**config.mk**
```make
export PLATFORM = sky130hd
export DESIGN_NAME = sprite_pixel_fifo
export DESIGN_NICKNAME = d
export VERILOG_FILES = /design/src/rtl/gb_sprite_pkg.sv /design/src/rtl/sprite_pixel_merge.sv /design/src/rtl/sprite_pixel_fifo.sv
export SDC_FILE = /design/constraint.sdc
export NUM_CORES = 1
export LEC_CHECK = 0
export BUFFER_PORTS_ARGS = -buffer_cell sky130_fd_sc_hd__buf_4
export CAP_MARGIN = 20
export CORE_ASPECT_RATIO = 0.7
export CORE_MARGIN = 2
export CORE_UTILIZATION = 46
export DETAILED_ROUTE_END_ITERATION = 6
export PLACE_DENSITY = 0.79
export SYNTH_ARGS = -nofsm -noshare
export SYNTH_HDL_FRONTEND = slang
export SYNTH_SLANG_ARGS = --single-unit
export TNS_END_PERCENT = 30
```
**constraint.sdc**
```tcl
create_clock -name clk -period 1.85 [get_ports clk]
set_input_delay 0.185 -clock clk [delete_from_list [all_inputs] [get_ports clk]]
set_output_delay 0.185 -clock clk [all_outputs]
set_load 0.01 [all_outputs]
```
**src/rtl/gb_sprite_pkg.sv**
```systemverilog
// Shared types and constants for the sprite pixel FIFO and its per-slot merge cell.
package gb_sprite_pkg;

  localparam int SPR_FIFO_DEPTH = 8;
  localparam int SPR_INDEX_W = 4;
  localparam logic [1:0] SPR_TRANSPARENT = 2'b00;

  typedef struct packed {
    logic [1:0]             color;
    logic                   pal;
    logic                   prio;
    logic [2:0]             cgb_pal;
    logic [SPR_INDEX_W-1:0] index;
  } spr_pix_t;

  typedef enum logic {
    ST_IDLE   = 1'b0,
    ST_ACTIVE = 1'b1
  } fifo_state_e;

  function automatic logic spr_is_opaque(input logic [1:0] color);
    return (color != SPR_TRANSPARENT);
  endfunction

endpackage

```
**src/rtl/sprite_pixel_merge.sv**
```systemverilog
// One-slot sprite merge: decides whether an incoming pixel replaces the pixel already in a FIFO slot.
module sprite_pixel_merge
  import gb_sprite_pkg::*;
(
  input  spr_pix_t existing,
  input  spr_pix_t incoming,
  input  logic     cgb_mode,
  output spr_pix_t result
);

  // Transparent never wins; otherwise fill empty slots, and in CGB mode a lower OAM index wins.
  always_comb begin
    result = existing;
    if (!spr_is_opaque(incoming.color)) begin
      result = existing;
    end else if (!spr_is_opaque(existing.color)) begin
      result = incoming;
    end else if (cgb_mode && (incoming.index < existing.index)) begin
      result = incoming;
    end else begin
      result = existing;
    end
  end

endmodule

```
**src/rtl/sprite_pixel_fifo.sv**
```systemverilog
// Sprite pixel shift FIFO between the sprite stores and the BG/sprite mixer.
// Optional CGB attribute storage and merge rule enabled by defining SPRITE_FIFO_CGB_EN.
module sprite_pixel_fifo
  import gb_sprite_pkg::*;
#(
  parameter int DEPTH   = SPR_FIFO_DEPTH,
  parameter int INDEX_W = SPR_INDEX_W
) (
  input  logic               clk,
  input  logic               reset_n,
  input  logic               ce,
  input  logic               line_start,
  input  logic               line_end,
  input  logic               load,
  input  logic [7:0]         tile0_in,
  input  logic [7:0]         tile1_in,
  input  logic               pal_in,
  input  logic               prio_in,
  input  logic [2:0]         cgb_pal_in,
  input  logic [INDEX_W-1:0] index_in,
  input  logic               cgb_mode,
  input  logic               shift,
  output logic [1:0]         pix_color,
  output logic               pix_pal,
  output logic               pix_prio,
  output logic [2:0]         pix_cgb_pal,
  output logic [INDEX_W-1:0] pix_index,
  output logic               active
);

  fifo_state_e state_r;
  fifo_state_e state_next_s;
  logic        clear_s;
  logic        cgb_rule_s;
  spr_pix_t    slot_r      [DEPTH];
  spr_pix_t    shifted_s   [DEPTH];
  spr_pix_t    incoming_s  [DEPTH];
  spr_pix_t    merged_s    [DEPTH];
  spr_pix_t    slot_next_s [DEPTH];

`ifdef SPRITE_FIFO_CGB_EN
  assign cgb_rule_s = cgb_mode;
`else
  assign cgb_rule_s = 1'b0;
`endif

  // Line framing: line_start takes precedence, and either edge of the line empties the FIFO.
  always_comb begin
    state_next_s = state_r;
    clear_s      = 1'b0;
    if (line_start) begin
      state_next_s = ST_ACTIVE;
      clear_s      = 1'b1;
    end else if (line_end) begin
      state_next_s = ST_IDLE;
      clear_s      = 1'b1;
    end else begin
      state_next_s = state_r;
      clear_s      = 1'b0;
    end
  end

  // Post-shift view of the slots and the decoded incoming pixel row (bit7 = slot 0).
  always_comb begin
    for (int k = 0; k < DEPTH; k++) begin
      if (!shift) begin
        shifted_s[k] = slot_r[k];
      end else if (k < DEPTH - 1) begin
        shifted_s[k] = slot_r[(k + 1) % DEPTH];
      end else begin
        shifted_s[k] = '0;
      end
      incoming_s[k]       = '0;
      incoming_s[k].color = {tile1_in[DEPTH-1-k], tile0_in[DEPTH-1-k]};
      incoming_s[k].pal   = pal_in;
      incoming_s[k].prio  = prio_in;
`ifdef SPRITE_FIFO_CGB_EN
      incoming_s[k].cgb_pal = cgb_pal_in;
      incoming_s[k].index   = SPR_INDEX_W'(index_in);
`endif
    end
  end

  for (genvar g = 0; g < DEPTH; g++) begin : g_merge
    sprite_pixel_merge u_merge (
      .existing (shifted_s[g]),
      .incoming (incoming_s[g]),
      .cgb_mode (cgb_rule_s),
      .result   (merged_s[g])
    );
  end

  // Merge only lands on a load; a bare shift just advances the row.
  always_comb begin
    for (int k = 0; k < DEPTH; k++) begin
      if (load) begin
        slot_next_s[k] = merged_s[k];
      end else begin
        slot_next_s[k] = shifted_s[k];
      end
    end
  end

  // State and slot registers; everything except the async reset is gated by ce.
  always_ff @(posedge clk or negedge reset_n) begin
    if (!reset_n) begin
      state_r <= ST_IDLE;
      for (int k = 0; k < DEPTH; k++) slot_r[k] <= '0;
    end else if (ce) begin
      state_r <= state_next_s;
      if (clear_s) begin
        for (int k = 0; k < DEPTH; k++) slot_r[k] <= '0;
      end else if (state_r == ST_ACTIVE) begin
        for (int k = 0; k < DEPTH; k++) slot_r[k] <= slot_next_s[k];
      end else begin
        for (int k = 0; k < DEPTH; k++) slot_r[k] <= slot_r[k];
      end
    end else begin
      state_r <= state_r;
    end
  end

  assign pix_color = slot_r[0].color;
  assign pix_pal   = slot_r[0].pal;
  assign pix_prio  = slot_r[0].prio;
  assign active    = (state_r == ST_ACTIVE);

`ifdef SPRITE_FIFO_CGB_EN
  assign pix_cgb_pal = slot_r[0].cgb_pal;
  assign pix_index   = INDEX_W'(slot_r[0].index);
`else
  logic unused_cgb_s;
  assign unused_cgb_s = ^{cgb_pal_in, index_in, cgb_mode, slot_r[0].cgb_pal, slot_r[0].index};
  assign pix_cgb_pal  = 3'b000;
  assign pix_index    = '0;
`endif

endmodule

```
# After elaboration in Yosys (flattened, before gate mapping)
# Cells that the tools add are included.
# W data, S select, Z words.
[word_totals] reg_bits=89 latch_bits=0 ramBits=0 rom_bits=0 inputBits=33 out_inout_bits=12 word_cells=99 mem_count=0
[classes] n_addsub=0 mul=0 div=0 magnitude_cmp=0 eq_ne=0 shifts=0 mux=38 n_bitwise=0 n_reduce_logical=20
[ops] op="$mux W11" count=32
[ops] op="$mux W88" count=2
[ops] op="$reduce_bool A2 Y1" count=18
[ops] op="$mux W1" count=4
[ops] op="$reduce_and A2 Y1" count=2

# Logic depth before layout (Yosys ltp)
[logic_depth] word_depth=7 depth_mapped=7 mapped_depth_nobuf=4

# By module
# A second synthesis with hierarchy kept.
[unflattened] cells_unflattened=705 hier_area_um2=7347.0
[by_module_without_submodules] mod="sprite_pixel_fifo" n_inst=1 cells_per_inst=473 area_each_um2=5084.9 seq_area_each_um2=2227.1
[by_module_without_submodules] mod="sprite_pixel_merge" n_inst=8 cells_per_inst=29 area_each_um2=282.8 seq_area_each_um2=0.0

# Worst setup path after synthesis
# No wires, ideal clock.
[synth_timing] kind="reg-to-reg" startpoint="reg slot_r[21] (netlist name)" endpoint="reg slot_r[18] (netlist name)" setup_time_ps=135 arrival_time_ps=1394 t_required_ps=1715 slack_ps=321 path_stages_with_launch=5 path_buffers=0 synth_period_minus_slack_ps=1529 cell_sequence="dfrtp_1 > mux2_2 > or4b_1 > mux2i_1 > o21ai_0"
[synth_via] elab_chain_cells=7
[synth_lines] element="$mux W11" line="sprite_pixel_fifo.sv:66" text="if (!shift) begin"
[synth_lines] element="$reduce_bool A2 Y1" line="gb_sprite_pkg.sv:22" text="return (color != SPR_TRANSPARENT);"
[synth_lines] element="$mux W11" line="sprite_pixel_merge.sv:16" text="end else if (!spr_is_opaque(existing.color)) begin"
[synth_lines] element="$mux W11" line="sprite_pixel_merge.sv:14" text="if (!spr_is_opaque(incoming.color)) begin"
[synth_lines] element="$mux W11" line="sprite_pixel_fifo.sv:96" text="if (load) begin"
[synth_lines] element="$mux W88" line="sprite_pixel_fifo.sv:113" text="end else if (state_r == ST_ACTIVE) begin"
[synth_lines] element="$mux W88" line="sprite_pixel_fifo.sv:111" text="if (clear_s) begin"
# Every way passes these cells. The select of a mux whose other input is x is not followed.
# A chain may end at the register's enable or synchronous reset.

# Worst setup path after layout
[layout_timing] startpoint="reg slot_r[21] (netlist name)" endpoint="reg slot_r[19] (netlist name)"
[layout_via] elab_chain_cells=7
[layout_lines] element="$mux W11" line="sprite_pixel_fifo.sv:66"
[layout_lines] element="$reduce_bool A2 Y1" line="gb_sprite_pkg.sv:22"
[layout_lines] element="$mux W11" line="sprite_pixel_merge.sv:16"
[layout_lines] element="$mux W11" line="sprite_pixel_merge.sv:14"
[layout_lines] element="$mux W11" line="sprite_pixel_fifo.sv:96"
[layout_lines] element="$mux W88" line="sprite_pixel_fifo.sv:113"
[layout_lines] element="$mux W88" line="sprite_pixel_fifo.sv:111"
# Every way passes these cells. The select of a mux whose other input is x is not followed.

==> impl_metrics.yaml <==
outcome:
  status: "completed"
worst_setup_path:
  critical_path_class: "flop to flop"
  cp_slowest_stage_delay_ns: 0.54
  cp_top_family: "simple AND/OR/NAND/NOR gates"
  required_ns: 2.02
  slowest_stage: "or4b_1"
  start_kind: "flop"
  crit_chain: "mux2_2 -> or4b_1 -> mux2i_1 -> o21ai_0"
  cp.arrival_ns: 1.80
  path_buf_inv: 0
  cp-end-kind: "flop"
  crit_fanout: 5
synthesis:
  ys_ff_latch: 33
  synth.top_cell.area_share_pct: 38.9
  seq_area_frac_synth_pct: 38.9
  synth.most_common_cell: "nand2_1"
  synth_compound_area_share_pct: 18.6
  synth-simple-area-share_pct: 13.6
  muxShareOfSynthArea_pct: 21.7
  ys.flop_type: "dfrtp_1"
  postSynthCellCount: 226
  async_flop_share_pct: 100
  synth_edf_count: 0
  synthAdderAreaFrac_pct: 0
  synth_commonest_cells: "37 x nand2_1, 33 x dfrtp_1, 23 x mux2i_1"
  synth.cell_area_sq_um: 2120
  synth_cell_types: 29
  synth_top_area_cell: "dfrtp_1"
  synth_top_family_by_area: "multiplexers"
  synth-xor-area-share_pct: 0
  yosys_warnings: 0
  syn_avg_cell_area_sq_um: 9.38
  yosys-top-cells-area: "dfrtp_1 39%, mux2i_1 11%, mux2_2 8.0%, nand2_1 6.5%, o21ai_0 5.2%"
placement:
  routabilityCongestion: 0.790
  dp_cells: 300
  dpl.hpwl_microns: 3310
  port_buffers: 29
sta:
  period_needed_ns: 1.63
  clock_skew_ns: 0.00661
  totalNegativeSetupSlack_ns: 0
  hold_violations: 0
  finalCritPeriodShare_pct: 88.3
  rsz0062_at_grt: "no"
  fmax_ghz: 0.612
  setup_viol: 0
  slew_viol_final: 0
routing:
  vias_per_cell: 5.66
  route.detailed.drc: 0
  drtAntennaViolNets: 0
  drt-wirelength-per-cell_microns: 15.7
  drt-total-wl_microns: 4860
  num_vias: 1748
  dr.pass1.iters: 4
  first_iter_violations: 118
global_route:
  grt.overflow.total: 0
  grt_pass1_vias: 1685
  antenna_found_initial: 0
  grt_util_all_layers_pct: 20.1
  grt_max_degree: 34
  grt_pass1_wl_microns: 8110
power_and_ir_drop:
  powerDensity_nw_per_um2: 663
  switchingPower_uw: 465
  power_frac_seq_pct: 48.0
  vdd_drop_max_mv: 0.376
  leakagePower_nw: 1.19
  p_sw_share_pct: 28.6
  p_comb_share_pct: 19.2
  power.internal_mw: 1.16
  clock_power_share_pct: 32.8
final_layout:
  nets: 286
  antennaDiodeCount: 0
  syn_to_final_growth_pct: 15.5
  fin_cells: 309
  layout-drive-gt1-share_pct: 27.2
floorplan:
  die_y_microns: 60.8
  pin_count: 45
  row_count: 20
  core-area_sq_um: 4380
  initial_core_util_pct: 48.4
  fp.dieW_microns: 85.2
  die_area_sq_um: 5180
flow_run:
  maxCapViolCount: 0
clock_tree:
  cts_made_buffers: 5
  ctsRootBufferMaster: "clkbuf_8"
  clock_sinks: 33
  clk_pin_slew_ns: 0.07
  h-tree-depth: 2
  cts.repair.resized: 0
  cts.hold.buffers_added: 1
  cts.path.max_buffers: 2
  clk_latency_ns: 0.29
  postCtsSetupRepairBufs: 0
  cts_tree: "done"
hold_path:
  min-delay-path-class: "primary input to flop"
-- layer usage --
metal | vias to the layer above | track usage (%) | share of wire (%)
li1 | 856 | - | -
met1 | 847 | 28.6 | 50
met2 | 41 | 30.9 | 44
met3 | 4 | 4.35 | 4.6
met4 | 0 | 7.03 | 0.95
met5 | - | 0 | 0
-- logic make-up after synthesis --
logic type,count (synthesis)
compound gates,62
mux,42
other cells,1
buf+inv,27
simple gates,61
flops,33
-- per-stage QoR --
| step | hold WS (ns) | utilization, % | setup WS (ns) | cell area (sq um) | power [mW] |
|---|---|---|---|---|---|
| 6_report | 0.161 | 55.9 | 0.217 | 2450 | 1.62 |
| 5_1_grt | 0.183 | 55.9 | 0.132 | 2450 | 1.70 |
| 4_1_cts | 0.158 | 55.9 | 0.207 | 2450 | 1.64 |
| 3_5_place_dp | 0.157 | 53.8 | 0.112 | 2360 | 1.10 |
| 3_3_place_gp | 0.155 | 53.8 | 0.142 | 2360 | 1.09 |
| 2_1_floorplan | -0.111 | - | 0.321 | 2140 | 0.994 |
-- power by group through the flow --
stage          combinational, mW  clock, mW  sequential (mW)
6_report                   0.312      0.533            0.779
3_3_place_gp               0.304          0            0.790
4_1_cts                    0.313      0.544            0.778
2_1_floorplan              0.209          0            0.784
3_5_place_dp               0.310          0            0.791
5_1_grt                    0.348      0.573            0.782
-- worst reg2reg max path: stages, from the launching register on --
cell     delay [ns]
dfrtp_1        0.43
mux2_2         0.29
or4b_1         0.54
mux2i_1        0.17
o21ai_0        0.08
-- layout by cell type (no fill, tap or decap), types with 3 or more instances in the layout --
cell type and n:
mux2_4 4, a31oi_1 5, a21o_1 3, a32oi_1 7, mux2i_1 23, o21bai_1 6
a22o_1 3, conb_1 7, o21ai_0 22, o21ai_1 9, or4b_4 4, buf_4 37
dfrtp_1 33, clkbuf_8 5, inv_1 3, mux2_2 15, nor2_1 15, nand2_1 37
-- state kept, by name (all words and copies together) (netlist names) --
name       flops
slot_r        28
pix_prio       1
active         1
pix_color      2
pix_pal        1
-- final cells by class --
class	instances	area, sq um
clock inverter	2	10.0
inverter	3	11.3
fill	387	1930
tap	55	68.8
sequential	33	826
clock buffer	6	72.6
multi-input combinational	172	1170
timing repair buffer	38	288
-- final timing paths --
path,start,to,slack [ns],cells after the start
worst min-delay path,line_start,active$_DFFE_PN0P_,0.16,2
max in group asynchronous,reset_n,slot_r[41]$_DFFE_PN0P_,1.15,2
worst min register to register,slot_r[7]$_DFFE_PN0P_,slot_r[7]$_DFFE_PN0P_,0.51,1
worst max register to register,slot_r[21]$_DFFE_PN0P_,slot_r[19]$_DFFE_PN0P_,0.22,4
min in group asynchronous,reset_n,active$_DFFE_PN0P_,0.38,2
worst max-delay path,slot_r[21]$_DFFE_PN0P_,slot_r[19]$_DFFE_PN0P_,0.22,4
Note: power is estimated with default switching activity, not from simulation.
